===== src/rtl/bus_pkg.sv =====
// Shared types for the memory bus arbiter: FSM state encoding and
// master index constants used by the arbiter and its round-robin picker.
package bus_pkg;

    typedef enum logic [1:0] {
        IDLE = 2'b00,
        BUSY = 2'b01,
        RESP = 2'b10
    } state_t;

    localparam logic MASTER_CORE = 1'b0;
    localparam logic MASTER_AUX  = 1'b1;

endpackage


===== src/rtl/rr_arbiter2.sv =====
// Combinational 2-way round-robin picker.
// Ports: req_i[1:0] requests, last_grant_i previous winner,
//        gnt_o winning index, valid_o at least one request present.
module rr_arbiter2
    import bus_pkg::*;
(
    input  logic [1:0] req_i,
    input  logic       last_grant_i,
    output logic       gnt_o,
    output logic       valid_o
);

    always_comb begin
        valid_o = |req_i;
        gnt_o   = MASTER_CORE;
        unique case (req_i)
            2'b01:   gnt_o = MASTER_CORE;
            2'b10:   gnt_o = MASTER_AUX;
            // On a tie the master that did not win last time goes first.
            2'b11:   gnt_o = ~last_grant_i;
            default: gnt_o = MASTER_CORE;
        endcase
    end

endmodule


===== src/rtl/mem_bus_arbiter.sv =====
// Shares one memory port between the core (m0) and an auxiliary master
// (m1): round-robin grant, one transaction in flight, request fields
// registered at grant, and a wait-state timeout that answers with err.
// Ports: clk/reset (sync, active-high); m0_*/m1_* master request side
// (req/we/addr/wdata in, rdata/ack/err out); mem_* memory side
// (req/we/addr/wdata out, rdata/ack in).
module mem_bus_arbiter
    import bus_pkg::*;
#(
    parameter int ADDR_WIDTH = 32,
    parameter int DATA_WIDTH = 32,
    parameter int MAX_WAIT   = 255
) (
    input  logic                  clk,
    input  logic                  reset,

    input  logic                  m0_req,
    input  logic                  m0_we,
    input  logic [ADDR_WIDTH-1:0] m0_addr,
    input  logic [DATA_WIDTH-1:0] m0_wdata,
    output logic [DATA_WIDTH-1:0] m0_rdata,
    output logic                  m0_ack,
    output logic                  m0_err,

    input  logic                  m1_req,
    input  logic                  m1_we,
    input  logic [ADDR_WIDTH-1:0] m1_addr,
    input  logic [DATA_WIDTH-1:0] m1_wdata,
    output logic [DATA_WIDTH-1:0] m1_rdata,
    output logic                  m1_ack,
    output logic                  m1_err,

    output logic                  mem_req,
    output logic                  mem_we,
    output logic [ADDR_WIDTH-1:0] mem_addr,
    output logic [DATA_WIDTH-1:0] mem_wdata,
    input  logic [DATA_WIDTH-1:0] mem_rdata,
    input  logic                  mem_ack
);

    localparam int CW = $clog2(MAX_WAIT + 1);
    localparam logic [CW-1:0] WAIT_LAST = CW'(MAX_WAIT - 1);

    state_t                state_q;
    logic                  owner_q;
    logic                  last_grant_q;
    logic [CW-1:0]         wait_cnt_q;
    logic                  we_q;
    logic [ADDR_WIDTH-1:0] addr_q;
    logic [DATA_WIDTH-1:0] wdata_q;
    logic [DATA_WIDTH-1:0] rdata_q;
    logic                  err_q;

    logic                  pick_gnt;
    logic                  pick_vld;
    logic                  we_d;
    logic [ADDR_WIDTH-1:0] addr_d;
    logic [DATA_WIDTH-1:0] wdata_d;

    rr_arbiter2 u_rr (
        .req_i        ({m1_req, m0_req}),
        .last_grant_i (last_grant_q),
        .gnt_o        (pick_gnt),
        .valid_o      (pick_vld)
    );

    always_comb begin
        we_d    = m0_we;
        addr_d  = m0_addr;
        wdata_d = m0_wdata;
        if (pick_gnt == MASTER_AUX) begin
            we_d    = m1_we;
            addr_d  = m1_addr;
            wdata_d = m1_wdata;
        end
    end

    always_ff @(posedge clk) begin
        if (reset) begin
            state_q      <= IDLE;
            owner_q      <= MASTER_CORE;
            last_grant_q <= MASTER_AUX;
            wait_cnt_q   <= '0;
            we_q         <= 1'b0;
            addr_q       <= '0;
            wdata_q      <= '0;
            rdata_q      <= '0;
            err_q        <= 1'b0;
        end else begin
            unique case (state_q)
                IDLE: begin
                    if (pick_vld) begin
                        owner_q      <= pick_gnt;
                        last_grant_q <= pick_gnt;
                        we_q         <= we_d;
                        addr_q       <= addr_d;
                        wdata_q      <= wdata_d;
                        wait_cnt_q   <= '0;
                        state_q      <= BUSY;
                    end
                end
                BUSY: begin
                    // A real ack wins over a timeout landing in the same cycle.
                    if (mem_ack) begin
                        rdata_q <= mem_rdata;
                        err_q   <= 1'b0;
                        state_q <= RESP;
                    end else if (wait_cnt_q == WAIT_LAST) begin
                        rdata_q <= '0;
                        err_q   <= 1'b1;
                        state_q <= RESP;
                    end else begin
                        wait_cnt_q <= wait_cnt_q + CW'(1);
                    end
                end
                RESP: begin
                    state_q <= IDLE;
                end
                default: begin
                    state_q <= IDLE;
                end
            endcase
        end
    end

    logic resp;
    assign resp = (state_q == RESP);

    assign mem_req   = (state_q == BUSY);
    assign mem_we    = we_q;
    assign mem_addr  = addr_q;
    assign mem_wdata = wdata_q;

    assign m0_ack   = resp && (owner_q == MASTER_CORE);
    assign m0_err   = m0_ack && err_q;
    assign m0_rdata = m0_ack ? rdata_q : '0;

    assign m1_ack   = resp && (owner_q == MASTER_AUX);
    assign m1_err   = m1_ack && err_q;
    assign m1_rdata = m1_ack ? rdata_q : '0;

endmodule

===== config.mk =====
export PLATFORM = sky130hd
export DESIGN_NAME = mem_bus_arbiter
export DESIGN_NICKNAME = d
export VERILOG_FILES = /design/src/rtl/bus_pkg.sv /design/src/rtl/rr_arbiter2.sv /design/src/rtl/mem_bus_arbiter.sv
export SDC_FILE = /design/constraint.sdc
export NUM_CORES = 1
export LEC_CHECK = 0
export CORE_ASPECT_RATIO = 0.75
export CORE_UTILIZATION = 38
export DETAILED_ROUTE_END_ITERATION = 10
export PLACE_DENSITY = 0.82
export REMOVE_ABC_BUFFERS = 1
export SYNTH_ARGS = -nofsm -noshare
export SYNTH_HDL_FRONTEND = slang
export SYNTH_SLANG_ARGS = --single-unit

===== constraint.sdc =====
create_clock -name clk -period 1.85 [get_ports clk]
set_clock_uncertainty 0.1 [all_clocks]
set_input_delay 0.4625 -clock clk [delete_from_list [all_inputs] [get_ports clk]]
set_output_delay 0.4625 -clock clk [all_outputs]
set_load 0.01 [all_outputs]

# Word level (Yosys, flattened, before mapping)
# Cells that the tools add are included.
# word_totals
input_bits	167
ff_bits	110
# classes
eq_ne	9
bitwise	2
muxes	18
add_sub_neg	1
n_reduce_logical	12
# op_table
op	count
$mux 32	6
$mux 8	3
$pmux 8 s2	1
$add 8x1->8 const B	1
$eq 8x8->1 const B	1
$eq 2x2->1 const B	3
$mux 2	3
$ne 2x2->1 const B	3
$reduce_and 2->1	3
$logic_and 1x1->1	4
$pmux 2 s2	1
$reduce_and 4->1	1
$reduce_bool 2->1	2
$mux 1	3
$ne 3x1->1 const B	1
$eq 2x1->1 const B	1
$logic_not 2->1	1
$not 1->1	2
$pmux 1 s2	1
$reduce_or 2->1	1

# Logic depth before layout (Yosys ltp)
# depth
ltp_word	4
ltp_mapped	7
depth_no_buf	6

# Cells and area by module
# From an unflattened synthesis, not the netlist that was laid out.
# unflattened
hier_cells	512
hier_area_um2	4888.4
# modules_own_cells
module	cells_each	seq_area_each_um2	area_per_inst_um2	n_inst
mem_bus_arbiter	510	2202.1	4874.7	1
rr_arbiter2	2	0.0	13.8	1

# Worst setup path after synthesis
# No wires, ideal clock.
# synth_timing
path_type	flip-flop to output port
startpoint	register state_q[1]
endpoint	output port m0_rdata[22]
t_arrival_ns	1.326
required_ns	1.287
slack_ns	-0.039
path_stages_with_launch	4
n_path_buf	1
cell_sequence	dfxtp_1 -> nor3b_1 -> clkbuf_1 -> and2_1
# synth_between
elab_chain_cells	3
# synth_rtl
element	line_no	source
start: declaration	mem_bus_arbiter.sv:44	state_t state_q;
start signal: assignment	mem_bus_arbiter.sv:80	state_q <= IDLE;
start signal: assignment	mem_bus_arbiter.sv:99	state_q <= BUSY;
start signal: assignment	mem_bus_arbiter.sv:107	state_q <= RESP;
$eq 2x2->1	mem_bus_arbiter.sv:127	assign resp = (state_q == RESP);
$logic_and 1x1->1	mem_bus_arbiter.sv:134	assign m0_ack = resp && (owner_q == MASTER_CORE);
via m0_ack	mem_bus_arbiter.sv:22	output logic m0_ack,
$mux 32	mem_bus_arbiter.sv:136	assign m0_rdata = m0_ack ? rdata_q : '0;
end: declaration	mem_bus_arbiter.sv:21	output logic [DATA_WIDTH-1:0] m0_rdata,
# The timed path passes the listed nets, and every way through them passes these cells.

# Final worst setup path
# layout_timing
startpoint	register owner_q
endpoint	output port m0_rdata[2]
# layout_between
elab_chain_cells	3
# layout_rtl
element	line_no	source
start: declaration	mem_bus_arbiter.sv:45	logic owner_q;
start signal: assignment	mem_bus_arbiter.sv:93	owner_q <= pick_gnt;
$not 1->1	mem_bus_arbiter.sv:134	
$logic_and 1x1->1	mem_bus_arbiter.sv:134	
$mux 32	mem_bus_arbiter.sv:136	
# No other way between the ends.

==> metrics.txt <==
status finished, violations left; failing checks negative setup slack; initial antenna violation count 0; delay-heaviest family, CP buffers and inverters; WL/cell between 15 and 20 microns; Tmin final between 2 and 2.5 ns; Pwr Density around 700 mW/mm^2; Final Hold Fails 0; number of synthesized flops with an enable pin 0; ys async rst share 0%; Worst-Skew Late Latency between 0.3 and 0.4 ns; register area share after synthesis between 40% and 50%; Root Buffer clkbuf_16; Crit path largest cell delay ~0.36 ns; Tcrit/Tclk final 113%; CTS tree yes; detailed-route via count about 5100; largest family of logic cells by synthesized area compound AO/OA/AOI/OAI gates; H-tree levels 3; worst-path maximum fanout 6; Non-Filler Instances 1001; Leakage 3.79 nW; Detail Placement HPWL between 10000 and 15000 microns; Mean Syn Cell Area roughly 9.6 sq um; unique cell type count in the Yosys netlist 44; dpl cells between 900 and 1000; Hold Path Stages 3; largest net degree at the start of global routing 70; first-pass GRT wire length 25100 microns; Yosys top cell area share approximately 45%; HP Class in -> reg; drt via density between 5 and 6; critical path class reg -> out; CTS sink cnt 110; # IOs around 300; slew margin rel. 48.2%; Post-CTS Hold Buffers 0; Crit path required time between 1 and 1.5 ns; Post-Synth Simple-Gate Area around 18%; CP bufs+invs 4; clock slew at reported path FFs approximately 0.070 ns; initial drt markers 120; area post-placement approximately 0.0083 sq mm; Synth Area in Compound Gates between 10% and 20%; mux cell area share after synthesis roughly an eighth; Row Count 35; DIE AREA 0.0135 sq mm; most frequent cell after synthesis dfxtp_1; final WL between 15000 and 20000 microns; n_diodes 0; core area 0.0125 sq mm; RePlAce Congestion about 0.85; worst vdd ir approximately 0.00046 V; unrepaired setup endpoints after global routing yes; Area contributors post-synth dfxtp_1 (45%), mux2i_1 (13%), a211oi_1 (10%); gr ovfl total 0; top_reg_cell synth dfxtp_1; Die Wd between 100 and 150 microns; Critical-path top delay cell dfxtp_4; slack of the critical path -0.242 ns; Final setup viols between 60 and 70; TritonRoute pass-1 iters 5; Post-synth top cells dfxtp_1 (110), and2_1 (68), nor2_1 (68); Worst setup EP type output pin; share of cells above drive strength 1 21.1%; deepest clock path buffer count 2; initial core utilization between 30% and 40%; Netlist Area Pre-Place between 0.004 and 0.005 sq mm; Reg2Reg Depth 6; XOR/XNOR Fraction of Synth Area 0%; total of warnings raised by yosys 0; CP arrival 1.53 ns; Area growth syn-to-layout 77.1%; final number of max-transition violations 0; I/O Buffers 300; vias in the first global route 5016; fmax about 0.48 GHz; CTS Buf Count 9; cell mode on critical path buf_6; setup_tns -8.44 ns; Critical Path Start Type register; cell taking the most area after synthesis dfxtp_1; flop2flop setup slack roughly 0.12 ns; hold_ws between 0.3 and 0.4 ns; cells after synthesis between 500 and 600; number of synthesized register bits 110; fillcell total between 800 and 900; design area just under 0.009 sq mm; WHS Endpoint owner_q; Adder-Cell Fraction of Synth Area less than 1%; total of max-cap violations 0; reg2reg start wait_cnt_q[0]; Final ANT Viol Nets 0; Hold Crit Start reset; total power a little over 6 mW; critical path depth 6; Die H 101 microns; CP cell instances nor3b_4 -> buf_6 -> buf_16 -> buf_12 -> and2_4 -> buf_6; GRT Util Overall 23.7%; FF-to-FF End wait_cnt_q[5]; Worst Tran Pin Value ~0.78 ns; DRC 0; Layout Nets approximately 1000
-- how the worst max path moves through the flow --
stage                         to  slack, ns        from
floorplan            mem_addr[0]      -1.90      m1_req
global placement     mem_addr[3]      -0.22      m0_req
detailed placement  mem_wdata[0]      -0.28      m0_req
CTS                  m1_rdata[8]      -0.30  state_q[0]
global route         m0_rdata[2]      -0.29     owner_q
finish               m0_rdata[2]      -0.24     owner_q
-- final cells by class --
cell class | count | area [sq um] | share of cell area, %
Clock buffer | 10 | 239 | 2.73
Clock inverter | 6 | 45.0 | 0.515
Inverter | 4 | 15.0 | 0.172
Multi-Input combinational cell | 358 | 2610 | 29.8
Sequential cell | 110 | 2210 | 25.2
Tap cell | 166 | 208 | 2.37
Timing Repair Buffer | 347 | 3430 | 39.2
-- sequential cells by signal, summed over array words and instances (netlist names) --
name / cells
err_q: 1
mem_wdata: 32
mem_we: 1
owner_q: 1
mem_addr: 32
last_grant_q: 1
rdata_q: 32
wait_cnt_q: 8
state_q: 2
-- routing by layer --
metal | vias to the layer above | wire length [microns] | GRT usage, %
li1 | 2484 | - | -
met1 | 2387 | 6420 | 24.7
met2 | 189 | 8820 | 45.2
met3 | 24 | 1170 | 7.14
met4 | 0 | 347 | 8.39
met5 | - | 0 | 0
-- tightest hold or removal path, cell delays in order --
cell    delay [ns]
buf_2         0.11
buf_4         0.16
nor2_1        0.05
-- placed cells by master, fill, tap and decap left out, types with 3 or more instances in the layout --
master,n
mux2i_1,65
dfxtp_1,107
inv_1,4
buf_6,37
clkdlybuf4s50_1,215
and2_1,38
buf_12,12
dlymetal6s2s_1,14
and3_1,3
nor2_1,68
a211oi_1,66
a21oi_1,7
nand3_1,9
a22o_1,32
buf_4,29
and2_4,30
clkbuf_16,9
buf_2,36
nand2_1,4
-- cells by family (layout without fill, tap and decap cells) --
group / count (synthesis) / after routing
and+or+nand+nor: 169 / 169
AOI/OAI and AO/OA: 122 / 122
DFF: 110 / 110
muxes: 65 / 65
buffers and inverters: 47 / 367
adders and majority gates: 2 / 2
-- repair_timing --
| action | in CTS | in global routing |
|---|---|---|
| pin swaps | 5 | 8 |
| endpoints found under the setup margin | 70 | 120 |
| cloned | 3 | 0 |
| buffers inserted | 7 | 3 |
| gates resized for setup | 289 | 80 |
-- report_power, final --
part / internal, mW / switching, mW
Combinational: 0.930 / 0.638
Clock: 0.962 / 0.892
Sequential: 2.57 / 0.124
Total: 4.46 / 1.65
-- metrics by stage --
stage	util (%)	worst slack, ns
2_1_floorplan	-	-1.90
3_3_place_gp	66.8	-0.224
3_5_place_dp	66.8	-0.276
4_1_cts	68.0	-0.299
5_1_grt	70.1	-0.293
6_report	70.1	-0.242
Power figures use the tool's default switching activity.
